### src/rtl/bpsk_modulator.sv
`default_nettype none
// ============================================================================
// Module   : bpsk_modulator (with wave_table_sine)
// Brief    : BPSK transmitter with a bit FIFO, a symbol FSM and a sine table.
//            Optional 1,0,1,0 preamble when BPSK_PREAMBLE_EN is defined.
// Revision : 1.0
// ============================================================================

module wave_table_sine #(
  parameter int DATA_WIDTH = 8
) (
  input  logic [15:0]                  phase,
  output logic signed [DATA_WIDTH-1:0] amp
);

  logic [1:0]       w_quad;
  logic [3:0]       w_idx;
  logic [4:0]       w_sel;
  logic [7:0]       w_mag;
  logic signed [7:0] w_s8;
  logic             w_unused_lsbs;

  assign w_quad        = phase[15:14];
  assign w_idx         = phase[13:10];
  assign w_unused_lsbs = ^phase[9:0];

  // Quarter-wave table, 16 steps per quadrant, peak 127; other quadrants by symmetry.
  always_comb begin
    w_sel = w_quad[0] ? (5'd16 - {1'b0, w_idx}) : {1'b0, w_idx};
    case (w_sel)
      5'd0:    w_mag = 8'd0;
      5'd1:    w_mag = 8'd12;
      5'd2:    w_mag = 8'd25;
      5'd3:    w_mag = 8'd37;
      5'd4:    w_mag = 8'd49;
      5'd5:    w_mag = 8'd60;
      5'd6:    w_mag = 8'd71;
      5'd7:    w_mag = 8'd81;
      5'd8:    w_mag = 8'd90;
      5'd9:    w_mag = 8'd98;
      5'd10:   w_mag = 8'd106;
      5'd11:   w_mag = 8'd112;
      5'd12:   w_mag = 8'd117;
      5'd13:   w_mag = 8'd122;
      5'd14:   w_mag = 8'd125;
      5'd15:   w_mag = 8'd126;
      5'd16:   w_mag = 8'd127;
      default: w_mag = 8'd0;
    endcase
    w_s8 = w_quad[1] ? -$signed(w_mag) : $signed(w_mag);
  end

  if (DATA_WIDTH == 8) begin : g_w8
    assign amp = w_s8;
  end else if (DATA_WIDTH > 8) begin : g_wide
    assign amp = {w_s8, {(DATA_WIDTH-8){1'b0}}};
  end else begin : g_narrow
    assign amp = w_s8[7 -: DATA_WIDTH];
  end

endmodule

module bpsk_modulator #(
  parameter int WAVELENGTH = 64,
  parameter int DATA_WIDTH = 8,
  parameter int FIFO_DEPTH = 8
) (
  input  logic                         clock,
  input  logic                         reset_n,
  input  logic                         bit_in,
  input  logic                         bit_valid,
  output logic                         bit_ready,
  output logic signed [DATA_WIDTH-1:0] signal,
  output logic                         symbol_start,
  output logic                         busy
);

  localparam int PW = $clog2(WAVELENGTH);
  localparam int AW = $clog2(FIFO_DEPTH);
  localparam logic [PW-1:0] PHASE_LAST = PW'(WAVELENGTH - 1);
  localparam logic [AW:0]   FIFO_FULL  = (AW+1)'(FIFO_DEPTH);
  localparam logic signed [DATA_WIDTH-1:0] AMP_MIN = {1'b1, {(DATA_WIDTH-1){1'b0}}};
  localparam logic signed [DATA_WIDTH-1:0] AMP_MAX = {1'b0, {(DATA_WIDTH-1){1'b1}}};

  typedef enum logic [1:0] {
    IDLE     = 2'd0,
    SEND     = 2'd1
`ifdef BPSK_PREAMBLE_EN
    ,PREAMBLE = 2'd2
`endif
  } state_t;

  // ---------------- input bit FIFO ----------------
  logic [FIFO_DEPTH-1:0] r_fifo;
  logic [AW-1:0]         r_wr_ptr;
  logic [AW-1:0]         r_rd_ptr;
  logic [AW:0]           r_count;
  logic                  w_push;
  logic                  w_pop;
  logic                  w_head;

  // Held low combinationally while reset is asserted so nothing is taken in.
  assign bit_ready = reset_n && (r_count != FIFO_FULL);
  assign w_push    = bit_valid && bit_ready;
  assign w_head    = r_fifo[r_rd_ptr];

  always_ff @(posedge clock) begin
    if (!reset_n) begin
      r_wr_ptr <= '0;
      r_rd_ptr <= '0;
      r_count  <= '0;
    end else begin
      if (w_push) begin
        r_fifo[r_wr_ptr] <= bit_in;
        r_wr_ptr         <= r_wr_ptr + 1'b1;
      end
      if (w_pop) begin
        r_rd_ptr <= r_rd_ptr + 1'b1;
      end
      case ({w_push, w_pop})
        2'b10:   r_count <= r_count + 1'b1;
        2'b01:   r_count <= r_count - 1'b1;
        default: r_count <= r_count;
      endcase
    end
  end

  // ---------------- symbol FSM ----------------
  state_t        r_state;
  state_t        w_state_nxt;
  logic [PW-1:0] r_phase;
  logic [PW-1:0] w_phase_nxt;
  logic          r_cur_bit;
  logic          w_cur_bit_nxt;
  logic          w_tx_bit;
`ifdef BPSK_PREAMBLE_EN
  logic [1:0]    r_pre_cnt;
  logic [1:0]    w_pre_cnt_nxt;
`endif

  always_ff @(posedge clock) begin
    if (!reset_n) begin
      r_state   <= IDLE;
      r_phase   <= '0;
      r_cur_bit <= 1'b0;
`ifdef BPSK_PREAMBLE_EN
      r_pre_cnt <= 2'd0;
`endif
    end else begin
      r_state   <= w_state_nxt;
      r_phase   <= w_phase_nxt;
      r_cur_bit <= w_cur_bit_nxt;
`ifdef BPSK_PREAMBLE_EN
      r_pre_cnt <= w_pre_cnt_nxt;
`endif
    end
  end

  always_comb begin
    w_state_nxt   = r_state;
    w_phase_nxt   = r_phase;
    w_cur_bit_nxt = r_cur_bit;
    w_pop         = 1'b0;
`ifdef BPSK_PREAMBLE_EN
    w_pre_cnt_nxt = r_pre_cnt;
`endif
    case (r_state)
      IDLE: begin
        w_phase_nxt = '0;
        if (r_count != '0) begin
          w_pop         = 1'b1;
          w_cur_bit_nxt = w_head;
`ifdef BPSK_PREAMBLE_EN
          w_state_nxt   = PREAMBLE;
          w_pre_cnt_nxt = 2'd0;
`else
          w_state_nxt   = SEND;
`endif
        end
      end
      SEND: begin
        if (r_phase == PHASE_LAST) begin
          w_phase_nxt = '0;
          if (r_count != '0) begin
            w_pop         = 1'b1;
            w_cur_bit_nxt = w_head;
          end else begin
            w_state_nxt = IDLE;
          end
        end else begin
          w_phase_nxt = r_phase + 1'b1;
        end
      end
`ifdef BPSK_PREAMBLE_EN
      PREAMBLE: begin
        if (r_phase == PHASE_LAST) begin
          w_phase_nxt = '0;
          if (r_pre_cnt == 2'd3) begin
            w_state_nxt = SEND;
          end else begin
            w_pre_cnt_nxt = r_pre_cnt + 2'd1;
          end
        end else begin
          w_phase_nxt = r_phase + 1'b1;
        end
      end
`endif
      default: begin
        w_state_nxt = IDLE;
        w_phase_nxt = '0;
      end
    endcase
  end

`ifdef BPSK_PREAMBLE_EN
  // Preamble symbols alternate 1,0,1,0 starting with 1.
  assign w_tx_bit = (r_state == PREAMBLE) ? ~r_pre_cnt[0] : r_cur_bit;
`else
  assign w_tx_bit = r_cur_bit;
`endif

  // ---------------- carrier generation ----------------
  logic [15:0]                  w_tab_phase;
  logic signed [DATA_WIDTH-1:0] w_amp;
  logic signed [DATA_WIDTH-1:0] w_neg_amp;

  // Spread one symbol's phase steps over the table's full 16-bit circle.
  assign w_tab_phase = 16'((32'(r_phase) << 16) / 32'(WAVELENGTH));

  wave_table_sine #(
    .DATA_WIDTH (DATA_WIDTH)
  ) u_wave_table_sine (
    .phase (w_tab_phase),
    .amp   (w_amp)
  );

  assign w_neg_amp = (w_amp == AMP_MIN) ? AMP_MAX : -w_amp;

  always_ff @(posedge clock) begin
    if (!reset_n) begin
      signal       <= '0;
      symbol_start <= 1'b0;
      busy         <= 1'b0;
    end else if (r_state == IDLE) begin
      signal       <= '0;
      symbol_start <= 1'b0;
      busy         <= 1'b0;
    end else begin
      signal       <= w_tx_bit ? w_neg_amp : w_amp;
      symbol_start <= (r_phase == '0);
      busy         <= 1'b1;
    end
  end

endmodule
`default_nettype wire
### config.mk
export PLATFORM = sky130hd
export DESIGN_NAME = bpsk_modulator
export DESIGN_NICKNAME = d
export VERILOG_FILES = /design/src/rtl/bpsk_modulator.sv
export SDC_FILE = /design/constraint.sdc
export NUM_CORES = 1
export LEC_CHECK = 0
export CAP_MARGIN = 40
export CORE_UTILIZATION = 55
export CTS_CLUSTER_DIAMETER = 60
export DETAILED_ROUTE_END_ITERATION = 12
export HOLD_SLACK_MARGIN = 0.08
export PLACE_DENSITY = 0.72
export RECOVER_POWER = 50
export SLEW_MARGIN = 20
export SYNTH_ARGS = -nofsm -noshare
export SYNTH_HDL_FRONTEND = slang
export SYNTH_SLANG_ARGS = --single-unit
### constraint.sdc
create_clock -name clock -period 12.1 [get_ports clock]
set_input_delay 1.21 -clock clock [delete_from_list [all_inputs] [get_ports clock]]
set_output_delay 1.21 -clock clock [all_outputs]
set_load 0.02 [all_outputs]
==> impl_metrics.yaml <==
synthesis:
  synth_edf_count: 8
  synth.area.top_cells: "dfxtp_1, edfxtp_1, ha_1, xnor2_1, nand2_1"
  synth_area_per_cell_um2: 9.21
  synth_top_area_cell: "dfxtp_1"
  ys_warn_count: 0
  syn_inst: 271
  synth_common_cells: "dfxtp_1, nand2_1, nor2_1, inv_1"
  synth.ff_latch_count: 36
  synth-main-ff-cell: "dfxtp_1"
  synth_top_area_share_pct: 22.5
  ys_types: 66
  synth_fp_nets: 290
  syn_area_um2: 2500
  async_reset_ff_share_pct: 0
  yosysSeqAreaShare_pct: 32.1
  post-synth-top-count-cell: "dfxtp_1"
finish:
  nFillCells: 384
  utilization_pct: 62.8
  design_area_um2: 2740
  fin_nets: 300
  syn_to_final_growth_pct: 9.62
  insertedDiodeCount: 0
  layout-drive-gt1-share_pct: 9.57
global_route:
  grt_usage_pct: 21.6
  antenna_found_initial: 0
  grt-ovfl-total: 0
  grt_max_degree: 20
  grt_use_met1_pct: 28.1
  top_usage_layer: "met2"
  grt_pass1_vias: 1892
  grt_pass1_wl_mm: 8.54
  grtUsageMet3_pct: 4.36
  use_met2_pct: 36.5
clock_network:
  cts.sinks: 36
  clock_latency_ns: 0.29
  clockBufferDepth: 2
  cts_root_buf: "clkbuf_8"
  cts_max_level: 2
  post_cts_resized: 0
  tritoncts: "done"
  cts_made_buffers: 5
  path_clk_slew_ns: 0.07
  post_cts_buffers: 0
  cts_hold_buf: 0
timing:
  clock.fmax_ghz: 0.204
  final_max_slew_viol_count: 0
  fin_skew_ns: 0.00278
  setup_viol: 0
  rsz0062_at_grt: "no"
  relSlewSlack_pct: 49.1
  finalCriticalPeriod_ns: 4.90
  hold_slack_ns: 0.508
  finalWorstSetupSlack_ns: 7.20
  tightest_slew_ns: 0.763
  finalHoldViolations: 0
  setup_tns_ns: 0
  timing.final.crit_share_pct: 40.5
worst_setup_path:
  crit_path_end_kind: "register"
  r2r_start: "r_phase[0]"
  cp_num_buf_inv: 2
  cp_slowest_cell: "dfxtp_1"
  cp.depth: 15
  path_delay_family: "compound AO/OA/AOI/OAI gates"
  worstPathCellList: "inv_1 > ha_1 > nand2b_1 > xnor2_2 > mux2_2 > o311ai_1 > inv_1 > ha_1 > nand2_1 > o31ai_1 > xnor2_1 > o32a_1 > o22a_1 > or4_4 > a21oi_2"
  cpPeakStageDelay_ns: 0.64
  cp-start-kind: "register"
  critPathRequiredTime_ns: 12.32
  ff2ff_path_depth: 15
  worstSetupPathType: "reg -> reg"
  crit_start: "r_phase[0]"
  worstPathArrival_ns: 5.12
  path_max_fanout: 12
run:
  maxCapViolCount: 0
floorplanning:
  chipHeight_um: 69.4
  floorplan.initialDensity_pct: 57.3
  num_rows: 24
  ios: 15
  die_w_um: 69.4
  core_um2: 4350
  die_area_um2: 4810
drt:
  vias: 1946
  via_per_inst: 5.83
  avgRoutedWirePerCell_um: 14.1
  routed_wl_mm: 4.70
  dr.pass1.iters: 4
  drtIter0Drc: 176
  drc: 0
  ant_nets: 0
min_path:
  min_path_type: "reg -> reg"
  min_path_cells: 2
  hp-start: "r_state[0]"
place:
  gp_congestion: 0.929
  dp_hpwl_mm: 3.43
  place_area_um2: 2640
  dp_slack_ns: 7.26
  port_buffers: 14
power_and_ir_drop:
  comb_power_share_pct: 39.6
  p_switching_uw: 153
  switching_share_pct: 37.3
  irDropWorstVdd_mv: 0.142
  seq_power_share_pct: 38.6
  leakage_nw: 1.03
  power_density_nw_per_um2: 150
  p_clk_share_pct: 21.8
  p_int_uw: 258
status:
  status: "completed"
worst min-delay path, stage by stage, from the launching register on:
cell and delay, ns:
dfxtp_1 0.32, o21ai_0 0.07, a21boi_0 0.07
power groups by stage:
stage	Clock [mW]	Combinational (mW)	Sequential (mW)
floorplan	0	0.132	0.156
global placement	0	0.160	0.161
detailed placement	0	0.164	0.162
CTS	0.0924	0.165	0.159
global route	0.0959	0.184	0.162
finish	0.0899	0.163	0.159
routing by layer:
| metal | wire (µm) | vias to the layer above |
|---|---|---|
| met1 | 2280 | 905 |
| met4 | 48 | 0 |
| met5 | 0 | - |
| met2 | 2200 | 33 |
| li1 | - | 1001 |
| met3 | 171 | 7 |
cell usage in the layout, fill, tap and decap left out, types with 3 or more instances in the layout:
cell,count
a21oi_1,8
a211oi_1,3
edfxtp_1,8
and2_1,7
xor2_1,7
o21ai_0,10
dlygate4sd3_1,11
mux2i_1,7
inv_1,16
a21oi_2,6
nand3_1,6
nor2_1,18
clkbuf_8,6
nand2_1,24
a21boi_0,5
nor3_1,7
ha_1,14
nand2b_1,8
clkdlybuf4s50_1,3
nor2b_1,4
dfxtp_1,28
nor3b_1,4
o31ai_1,3
xnor2_1,14
registers in the layout, indices dropped and copies added, names as in the netlist:
signal        flops
signal            8
r_cur_bit         1
r_wr_ptr          3
r_phase           6
r_fifo            8
busy              1
symbol_start      1
r_rd_ptr          3
r_state           1
r_count           4
metrics by stage:
| step | total power, mW | std cells |
|---|---|---|
| 2_1_floorplan | 0.288 | 271 |
| 3_3_place_gp | 0.321 | 326 |
| 3_5_place_dp | 0.325 | 326 |
| 4_1_cts | 0.416 | 334 |
| 5_1_grt | 0.442 | 334 |
| 6_report | 0.412 | 334 |
path summary, 6_finish.rpt:
kind | end | slack (ns)
max | signal[0] | 7.20
min | r_state[0] | 0.51
max reg2reg | signal[0] | 7.20
min reg2reg | r_state[0] | 0.51
logic make-up after synthesis:
kind of cell	Yosys count	share of synthesized area, %
adder cells (fa/ha/maj)	15	7.82
buffers and inverters	27	4.76
AND/OR/NAND/NOR	96	21.6
XOR/XNOR	22	8.02
flip-flops	36	32.1
multiplexers	10	5.06
AO/OA/AOI/OAI	65	20.7
cell type report:
| type | count | area [µm²] | area share, % |
|---|---|---|---|
| multi-input combinational | 208 | 1580 | 57.6 |
| sequential | 36 | 801 | 29.3 |
| timing repair buffer | 14 | 140 | 5.12 |
| clock buffer | 7 | 86.3 | 3.16 |
| tap | 52 | 65.1 | 2.38 |
| inverter | 16 | 60.1 | 2.19 |
| clock inverter | 1 | 7.51 | 0.274 |
No activity file was read; power rests on OpenSTA's default activity.
